File: config.mk
export PLATFORM = sky130hd
export DESIGN_NAME = gaus_result_packer
export DESIGN_NICKNAME = d
export VERILOG_FILES = /design/src/rtl/gaus_pkg.sv /design/src/rtl/gaus_word_assembler.sv /design/src/rtl/gaus_result_packer.sv
export SDC_FILE = /design/constraint.sdc
export NUM_CORES = 1
export LEC_CHECK = 0
export ABC_CLOCK_PERIOD_IN_PS = 5200
export CORE_UTILIZATION = 59
export CTS_BUF_LIST = sky130_fd_sc_hd__clkbuf_8
export CTS_CLUSTER_DIAMETER = 40
export DETAILED_ROUTE_END_ITERATION = 16
export GPL_ROUTABILITY_DRIVEN = 0
export MAX_ROUTING_LAYER = met4
export PLACE_DENSITY = 0.95
export SLEW_MARGIN = 0
export SYNTH_ARGS = -nofsm -noshare
export SYNTH_HDL_FRONTEND = slang
export SYNTH_SLANG_ARGS = --single-unit
File: constraint.sdc
create_clock -name clk -period 5.2 [get_ports clk]
set_input_delay 0.78 -clock clk [delete_from_list [all_inputs] [get_ports clk]]
set_output_delay 0.78 -clock clk [all_outputs]
set_load 0.05 [all_outputs]
File: src/rtl/gaus_pkg.sv
// Constants and state type shared by the Gaussian line-buffer shifter (read side)
// and the result packer (write side).
package gaus_pkg;
  localparam int PIXW       = 16;
  localparam int DATAW      = 64;
  localparam int PIXPERWORD = DATAW / PIXW;
  // Width of a lane index / pack counter.
  localparam int LANEIDXW   = $clog2(PIXPERWORD);

  typedef enum logic [1:0] {RUN, FLUSH_PEND, DONE} packState_t;
endpackage

File: src/rtl/gaus_word_assembler.sv
// Lane register for gaus_result_packer: places pixels MSB lane first and keeps
// not-yet-filled lanes at zero so a flushed word comes out zero-padded.
module gaus_word_assembler
  import gaus_pkg::*;
#(
  parameter int PIXW  = gaus_pkg::PIXW,
  parameter int DATAW = gaus_pkg::DATAW
) (
  input  logic                clk,
  input  logic                reset,
  input  logic [PIXW-1:0]     pixIn,
  input  logic                accept,
  input  logic                clear,
  output logic [LANEIDXW-1:0] packCount,
  output logic [DATAW-1:0]    curWord,
  output logic [DATAW-1:0]    insWord
);
  localparam int LANES = DATAW / PIXW;
  localparam logic [LANEIDXW-1:0] LASTCOUNT = LANEIDXW'(LANES - 1);

  // insWord is curWord with the incoming pixel dropped into lane (LANES-1-packCount).
  always_comb begin
    insWord = curWord;
    for (int i = 0; i < LANES; i++) begin
      if (i == LANES - 1 - int'(packCount)) insWord[i*PIXW +: PIXW] = pixIn;
    end
  end

  always_ff @(posedge clk) begin
    if (reset || clear || (accept && packCount == LASTCOUNT)) begin
      curWord   <= '0;
      packCount <= '0;
    end else if (accept) begin
      curWord   <= insWord;
      packCount <= packCount + LANEIDXW'(1);
    end
  end
endmodule

File: src/rtl/gaus_result_packer.sv
// Packs filtered pixels four per word and writes them to sequential word addresses
// over [STARTADDRESS, ENDADDRESS]. Define PACK_LANE_MASK_EN to add the wrMask output.
module gaus_result_packer
  import gaus_pkg::*;
#(
  parameter int unsigned STARTADDRESS = 0,
  parameter int unsigned ENDADDRESS   = 4194303,
  parameter int          ADDRW        = 22,
  parameter int          PIXW         = gaus_pkg::PIXW,
  parameter int          DATAW        = gaus_pkg::DATAW
) (
  input  logic                  clk,
  input  logic                  reset,
  input  logic [PIXW-1:0]       pixIn,
  input  logic                  pixValid,
  output logic                  pixReady,
  input  logic                  flush,
  input  logic                  frameStart,
  output logic [DATAW-1:0]      wrData,
  output logic [ADDRW-1:0]      wrAddr,
  output logic                  wrReq,
  input  logic                  wrAck,
`ifdef PACK_LANE_MASK_EN
  output logic [DATAW/PIXW-1:0] wrMask,
`endif
  output logic                  done
);
  localparam int LANES = DATAW / PIXW;
  localparam logic [LANEIDXW-1:0] LASTCOUNT = LANEIDXW'(LANES - 1);
  localparam logic [ADDRW-1:0]    FIRSTADDR = ADDRW'(STARTADDRESS);
  localparam logic [ADDRW-1:0]    LASTADDR  = ADDRW'(ENDADDRESS);

  packState_t          state;
  logic                startPend;
  logic [LANEIDXW-1:0] packCount;
  logic [DATAW-1:0]    curWord;
  logic [DATAW-1:0]    insWord;
  logic accept, xfer, endXfer, fullLoad, flushLoad, flushArm, asmClear;

  // A full word can only load while the output register is empty, so the fourth
  // pixel is held off while a word is still outstanding.
  always_comb begin
    pixReady  = (state == RUN) && !frameStart && ((packCount != LASTCOUNT) || !wrReq);
    accept    = pixValid && pixReady;
    xfer      = wrReq && wrAck;
    endXfer   = xfer && (wrAddr == LASTADDR) && !startPend && !frameStart;
    fullLoad  = accept && (packCount == LASTCOUNT);
    flushLoad = (state == FLUSH_PEND) && (!wrReq || wrAck) && !endXfer && !frameStart;
    flushArm  = (state == RUN) && flush && !fullLoad && ((packCount != '0) || accept)
                && !endXfer && !frameStart;
    asmClear  = frameStart || endXfer || flushLoad;
  end

  gaus_word_assembler #(
    .PIXW  (PIXW),
    .DATAW (DATAW)
  ) assembler (
    .clk       (clk),
    .reset     (reset),
    .pixIn     (pixIn),
    .accept    (accept),
    .clear     (asmClear),
    .packCount (packCount),
    .curWord   (curWord),
    .insWord   (insWord)
  );

  always_ff @(posedge clk) begin
    if (reset) begin
      state     <= RUN;
      wrReq     <= 1'b0;
      wrData    <= '0;
      wrAddr    <= FIRSTADDR;
      done      <= 1'b0;
      startPend <= 1'b0;
`ifdef PACK_LANE_MASK_EN
      wrMask    <= '0;
`endif
    end else begin
      if (xfer) begin
        wrReq <= 1'b0;
        if (frameStart || startPend) begin
          wrAddr    <= FIRSTADDR;
          startPend <= 1'b0;
        end else if (wrAddr == LASTADDR) begin
          wrAddr <= FIRSTADDR;
          done   <= 1'b1;
          state  <= DONE;
        end else begin
          wrAddr <= wrAddr + ADDRW'(1);
        end
      end
      // A restart during an outstanding write defers the address reset to its transfer.
      if (frameStart) begin
        done  <= 1'b0;
        state <= RUN;
        if (wrReq && !wrAck) startPend <= 1'b1;
        else if (!wrReq)     wrAddr    <= FIRSTADDR;
      end else if (fullLoad) begin
        wrReq  <= 1'b1;
        wrData <= insWord;
`ifdef PACK_LANE_MASK_EN
        wrMask <= '1;
`endif
      end else if (flushLoad) begin
        wrReq  <= 1'b1;
        wrData <= curWord;
        state  <= RUN;
`ifdef PACK_LANE_MASK_EN
        wrMask <= ~({LANES{1'b1}} >> packCount);
`endif
      end else if (flushArm) begin
        state <= FLUSH_PEND;
      end
    end
  end
endmodule
Yosys cells after proc, flatten, opt, wreduce, memory -nomap -nowiden
Cells that the tools add are included.
Widths: inputs -> output; s select.
{"block": "totals", "reg_bits": 157, "input_bits": 22, "out_inout_bits": 89, "elab_cells": 84}
{"block": "op_classes", "addsub": 3, "n_eq_ne": 7, "mux": 26, "bitwise_logic": 2, "reduce_logical": 38}
{"operator": "$mux 22", "n": 6}
{"operator": "$mux 64", "n": 2}
{"operator": "$eq 3x32->1 const A", "n": 2}
{"operator": "$mux 16", "n": 4}
{"operator": "$eq 2x32->1 const A", "n": 1}
{"operator": "$logic_not 32->1", "n": 1}
{"operator": "$add 22x1->22 const B", "n": 1}
{"operator": "$eq 22x22->1 const B", "n": 1}
{"operator": "$logic_and 1x1->1", "n": 17}
{"operator": "$mux 2", "n": 6}
{"operator": "$logic_or 1x1->1", "n": 8}
{"operator": "$mux 1", "n": 8}
{"operator": "$logic_not 1->1", "n": 6}
{"operator": "$reduce_bool 2->1", "n": 2}
{"operator": "$reduce_and 3->1", "n": 1}
{"operator": "$sub 2x2->3 const A", "n": 1}
{"operator": "$add 2x1->2 const B", "n": 1}
{"operator": "$eq 2x1->1 const B", "n": 1}
{"operator": "$eq 2x2->1 const B", "n": 1}
{"operator": "$logic_not 2->1", "n": 1}
{"operator": "$ne 2x2->1 const B", "n": 1}
{"operator": "$not 1->1", "n": 2}
{"operator": "$reduce_and 2->1", "n": 1}
{"operator": "$reduce_or 2->1", "n": 1}

Longest topological paths before layout
{"block": "logic_depth", "ltp_word": 13, "depth_mapped": 8, "ltp_nobuf": 6}

Hierarchy
From an unflattened synthesis, not the netlist that was laid out.
{"block": "unflattened", "cells_unflattened": 676, "hier_area_um2": 7200.7}
{"mod": "gaus_result_packer", "instances": 1, "cells_each": 396, "area_per_inst_um2": 4003.8, "seq_area_each_um2": 1821.7}
{"mod": "gaus_word_assembler", "instances": 1, "cells_each": 280, "area_per_inst_um2": 3196.8, "seq_area_each_um2": 1321.3}

Worst setup path after synthesis
Ideal clock, no wire load.
{"block": "synth_path", "path_kind": "input to register", "startpoint": "input port frameStart", "endpoint": "register assembler.curWord[52]", "setup_time_ps": 132, "t_arrival_ps": 2917, "required_ps": 5068, "path_slack_ps": 2151, "path_stages": 8, "path_buffers": 3, "cell_sequence": "buf_2 a2111oi_2 and2_1 buf_2 nand2_1 clkbuf_1 nand2_1 a21oi_1"}
{"block": "synth_between", "elab_cells_between_ends": 13, "classes_between": "13 x reduce/logical"}
{"element": "from (decl)", "line_no": "gaus_result_packer.sv:18", "text": "input logic frameStart,"}
{"element": "$logic_not 1->1 (*)", "line_no": "gaus_result_packer.sv:43", "text": "pixReady = (state == RUN) && !frameStart && ((packCount != LASTCOUNT) || !wrReq);"}
{"element": "$logic_and 1x1->1 (*) (2 in a row)", "line_no": "gaus_result_packer.sv:43"}
{"element": "named net pixReady", "line_no": "gaus_result_packer.sv:16", "text": "output logic pixReady,"}
{"element": "$logic_and 1x1->1 (*)", "line_no": "gaus_result_packer.sv:44", "text": "accept = pixValid && pixReady;"}
{"element": "$logic_and 1x1->1", "line_no": "gaus_word_assembler.sv:30", "text": "if (reset || clear || (accept && packCount == LASTCOUNT)) begin"}
{"element": "$logic_or 1x1->1", "line_no": "gaus_word_assembler.sv:30"}
{"element": "to (signal assigned)", "line_no": "gaus_word_assembler.sv:34", "text": "curWord <= insWord;"}
{"element": "to (decl)", "line_no": "gaus_word_assembler.sv:15", "text": "output logic [DATAW-1:0] curWord,"}
Mark *: on every way through the listed nets, which the timed path passes. The rest lies on a longest branch.
A chain may end at the register's enable or synchronous reset.

Worst setup path after layout
{"block": "layout_path", "startpoint": "input port frameStart", "endpoint": "output port pixReady"}
{"block": "layout_between", "elab_chain_cells": 3}
{"element": "$logic_not 1->1", "line_no": "gaus_result_packer.sv:43"}
{"element": "$logic_and 1x1->1 (2 in a row)", "line_no": "gaus_result_packer.sv:43"}
{"element": "to (decl)", "line_no": "gaus_result_packer.sv:16"}
Every way passes these cells.

==> flow_summary_export.csv <==
group,metric,value,unit
status,status,"complete, but fails checks",
status,violations,"design-rule violations",
cells_and_area,area_delta_synth_final,22.41,%
power,seqPwrFrac,53.5,%
power,power_leakage,2.863,nW
critical_path,cp-startpoint,"frameStart",
critical_path,r2r-end,"wrAddr[18]",
global_routing,antenna_found_initial,0,
clocking,cts_root_buffer,"clkbuf_8",
floorplanning,chipWidth,107.4,um
synthesis,postSynthAreaPerCell,8.630,sq um
timing,rsz0062_at_grt,"false",
global_routing,grt_max_degree,72,
cells_and_area,postLayoutCellArea,8018,sq um
clocking,postCtsHoldBufs,0,
timing,tightest_slew,1324,ps
synthesis,synth_edf_count,0,
global_routing,grt_use_total,31.59,%
routing,final_antenna_net_count,0,
worst_hold_path,hold_path_class,"reg2reg",
synthesis,ys_seq_elements,157,
floorplanning,ios,111,
critical_path,crit_required,4420,ps
synthesis,synth_top_cells_by_count,"nand2_1, dfxtp_1, a21oi_1, nor2_1",
synthesis,synth-async-reset-ratio,0,%
synthesis,yosysMostFrequentCell,"nand2_1",
timing,finalHoldViolCount,0,
routing,via_per_inst,6.060,
timing,finalCritPeriodShare,72.80,%
clocking,cts_tree,"done",
global_routing,grt_pass1_vias,5561,
critical_path,startpoint_type,"primary input",
routing,vias,5933,
cells_and_area,diodes,0,
timing,setup_violations,0,
critical_path,cp.arrival,3010,ps
routing,drt_wl_total,17300,um
global_routing,gr-total-overflow,0,
critical_path,crit_path_end_kind,"primary output",
synthesis,ys.flop_type,"dfxtp_1",
cells_and_area,nets,853,
floorplanning,die_h,107.4,um
clocking,htree_levels,4,
critical_path,rr_worst_depth,5,
power,peakVddDrop,0.1811,mV
timing,clock_skew,12.37,ps
placement,io_buffer_count,110,
timing,drv_slew,0,
power,powerDensity,283.0,nW/um^2
placement,placed_area,7609,sq um
synthesis,synth_area_leaders,"dfxtp_1, nand2_1, mux2i_1, a21oi_1, a211oi_1",
critical_path,worstSetupEndpoint,"pixReady",
synthesis,ys_seq_area_share,47.98,%
critical_path,crit_type,"in2out",
timing,max_clock_freq,264.2,MHz
clocking,clock_latency,450,ps
synthesis,yosysWarnings,0,
synthesis,synth_top_cell_by_area,"dfxtp_1",
routing,drt_iter0_drc,539,
power,clkPwrFrac,41.1,%
clocking,clk_pin_slew,80,ps
floorplanning,dieArea,11530,sq um
routing,dr.pass1.iters,14,
power,switching_share,24.26,%
flow_run,drv_cap,0,
power,p_int,1.718,mW
clocking,clkSinkCount,157,
clocking,ctsResizeCount,0,
critical_path,r2r_start,"wrReq",
routing,wl_per_cell,17.67,um
floorplanning,start_util,60.42,%
timing,worst_slew_margin_rel,10.92,%
timing,fin_crit,3786,ps
clocking,numCtsBuffers,17,
synthesis,synthCells,759,
synthesis,synthDistinctLibCells,46,
placement,post-dp-hpwl,11300,um
power,power_frac_comb,5.4,%
cells_and_area,drive_above_1_share,5.840,%
clocking,cts_setup_buffers,0,
power,p_sw,0.5504,mW
global_routing,grt_pass1_wl,27230,um
timing,setup-tns-final,0,ps
floorplanning,core,10840,sq um
critical_path,cp_max_fo,10,
critical_path,r2r_slack,2350,ps
synthesis,synth_top_area_share,47.98,%
routing,drc,1,
floorplanning,rows,38,
synthesis,synth_nets,786,
clocking,cts_buffer_depth,2,
synthesis,netlist_area,6550,sq um
## power groups by stage
stage	Sequential, mW	Combinational, mW	Clock, mW
floorplan	1.26	0.0619	0
global placement	1.24	0.117	0
detailed placement	1.24	0.120	0
CTS	1.21	0.121	0.934
global route	1.22	0.129	0.989
finish	1.21	0.123	0.931
## layout make-up
cell class              count  area [sq um]
fillers                   707          2823
repair buffers            115          1146
clock inverters            15         175.2
multi-input cells         527          3114
inverters                   8         30.03
clock buffers              17         234.0
well taps                 140         175.2
flip-flops and latches    157          3143
## flip-flops by register name, indices dropped and copies added (netlist names)
register / count
done: 1
wrData: 64
wrAddr: 22
assembler.curWord: 64
startPend: 1
wrReq: 1
state: 2
assembler.packCount: 2
## critical path: stages
cell             delay [ps]
clkdlybuf4s50_1         600
a2111oi_2               680
clkdlybuf4s50_1         940
## worst min-delay path by stage
| stage | startpoint | to | slack (ps) | cells after the start |
|---|---|---|---|---|
| final | assembler.curWord[36] | assembler.curWord[36] | 460 | 2 |
| after global routing | assembler.curWord[28] | assembler.curWord[28] | 480 | 2 |
| after CTS | assembler.curWord[28] | assembler.curWord[28] | 460 | 2 |
| after detailed placement | assembler.curWord[28] | assembler.curWord[28] | 450 | 2 |
| after global placement | assembler.curWord[60] | assembler.curWord[60] | 440 | 2 |
| after floorplan | assembler.curWord[16] | assembler.curWord[16] | 440 | 2 |
## kinds of logic (layout without fill, tap and decap cells)
group | Yosys count | after routing | synth area share [%]
xor+xnor | 4 | 4 | 0.5350
flops | 157 | 157 | 47.98
simple gates | 282 | 282 | 19.35
mux | 49 | 49 | 7.488
buf+inv | 75 | 155 | 4.852
fa+ha+maj | 5 | 5 | 0.9551
compound gates | 187 | 187 | 18.83
## placed cells by master (no fill, tap or decap), types with 11 or more instances in the layout
cell	instances
mux2i_1	49
nor2_1	59
a211oi_1	49
clkdlybuf4s50_1	109
a31oi_1	12
a221o_1	16
dfxtp_1	157
clkbuf_8	17
o21ai_0	11
nand2_1	158
a21oi_1	78
nor3b_1	16
## metal layers
metal	vias up	track usage [%]	routed length (um)
li1	2801	-	-
met2	312	52.86	8513
met1	2774	35.48	6648
met5	-	-	0
met4	0	15.95	667
met3	46	7.203	1467
## stage by stage
stage                     setup WS, ps  power [mW]  utilization [%]  cells  hold WS (ps)
after global placement            1644       1.359            70.19    947         440.7
final                             1414       2.269            73.96    979         458.9
after floorplan                   2151       1.318                -    759         436.0
after CTS                         1476       2.269            73.96    979         458.4
after global routing              1360       2.333            73.96    979         477.4
after detailed placement          1516       1.363            70.19    947         446.5
Note: power is estimated with default switching activity, not from simulation.
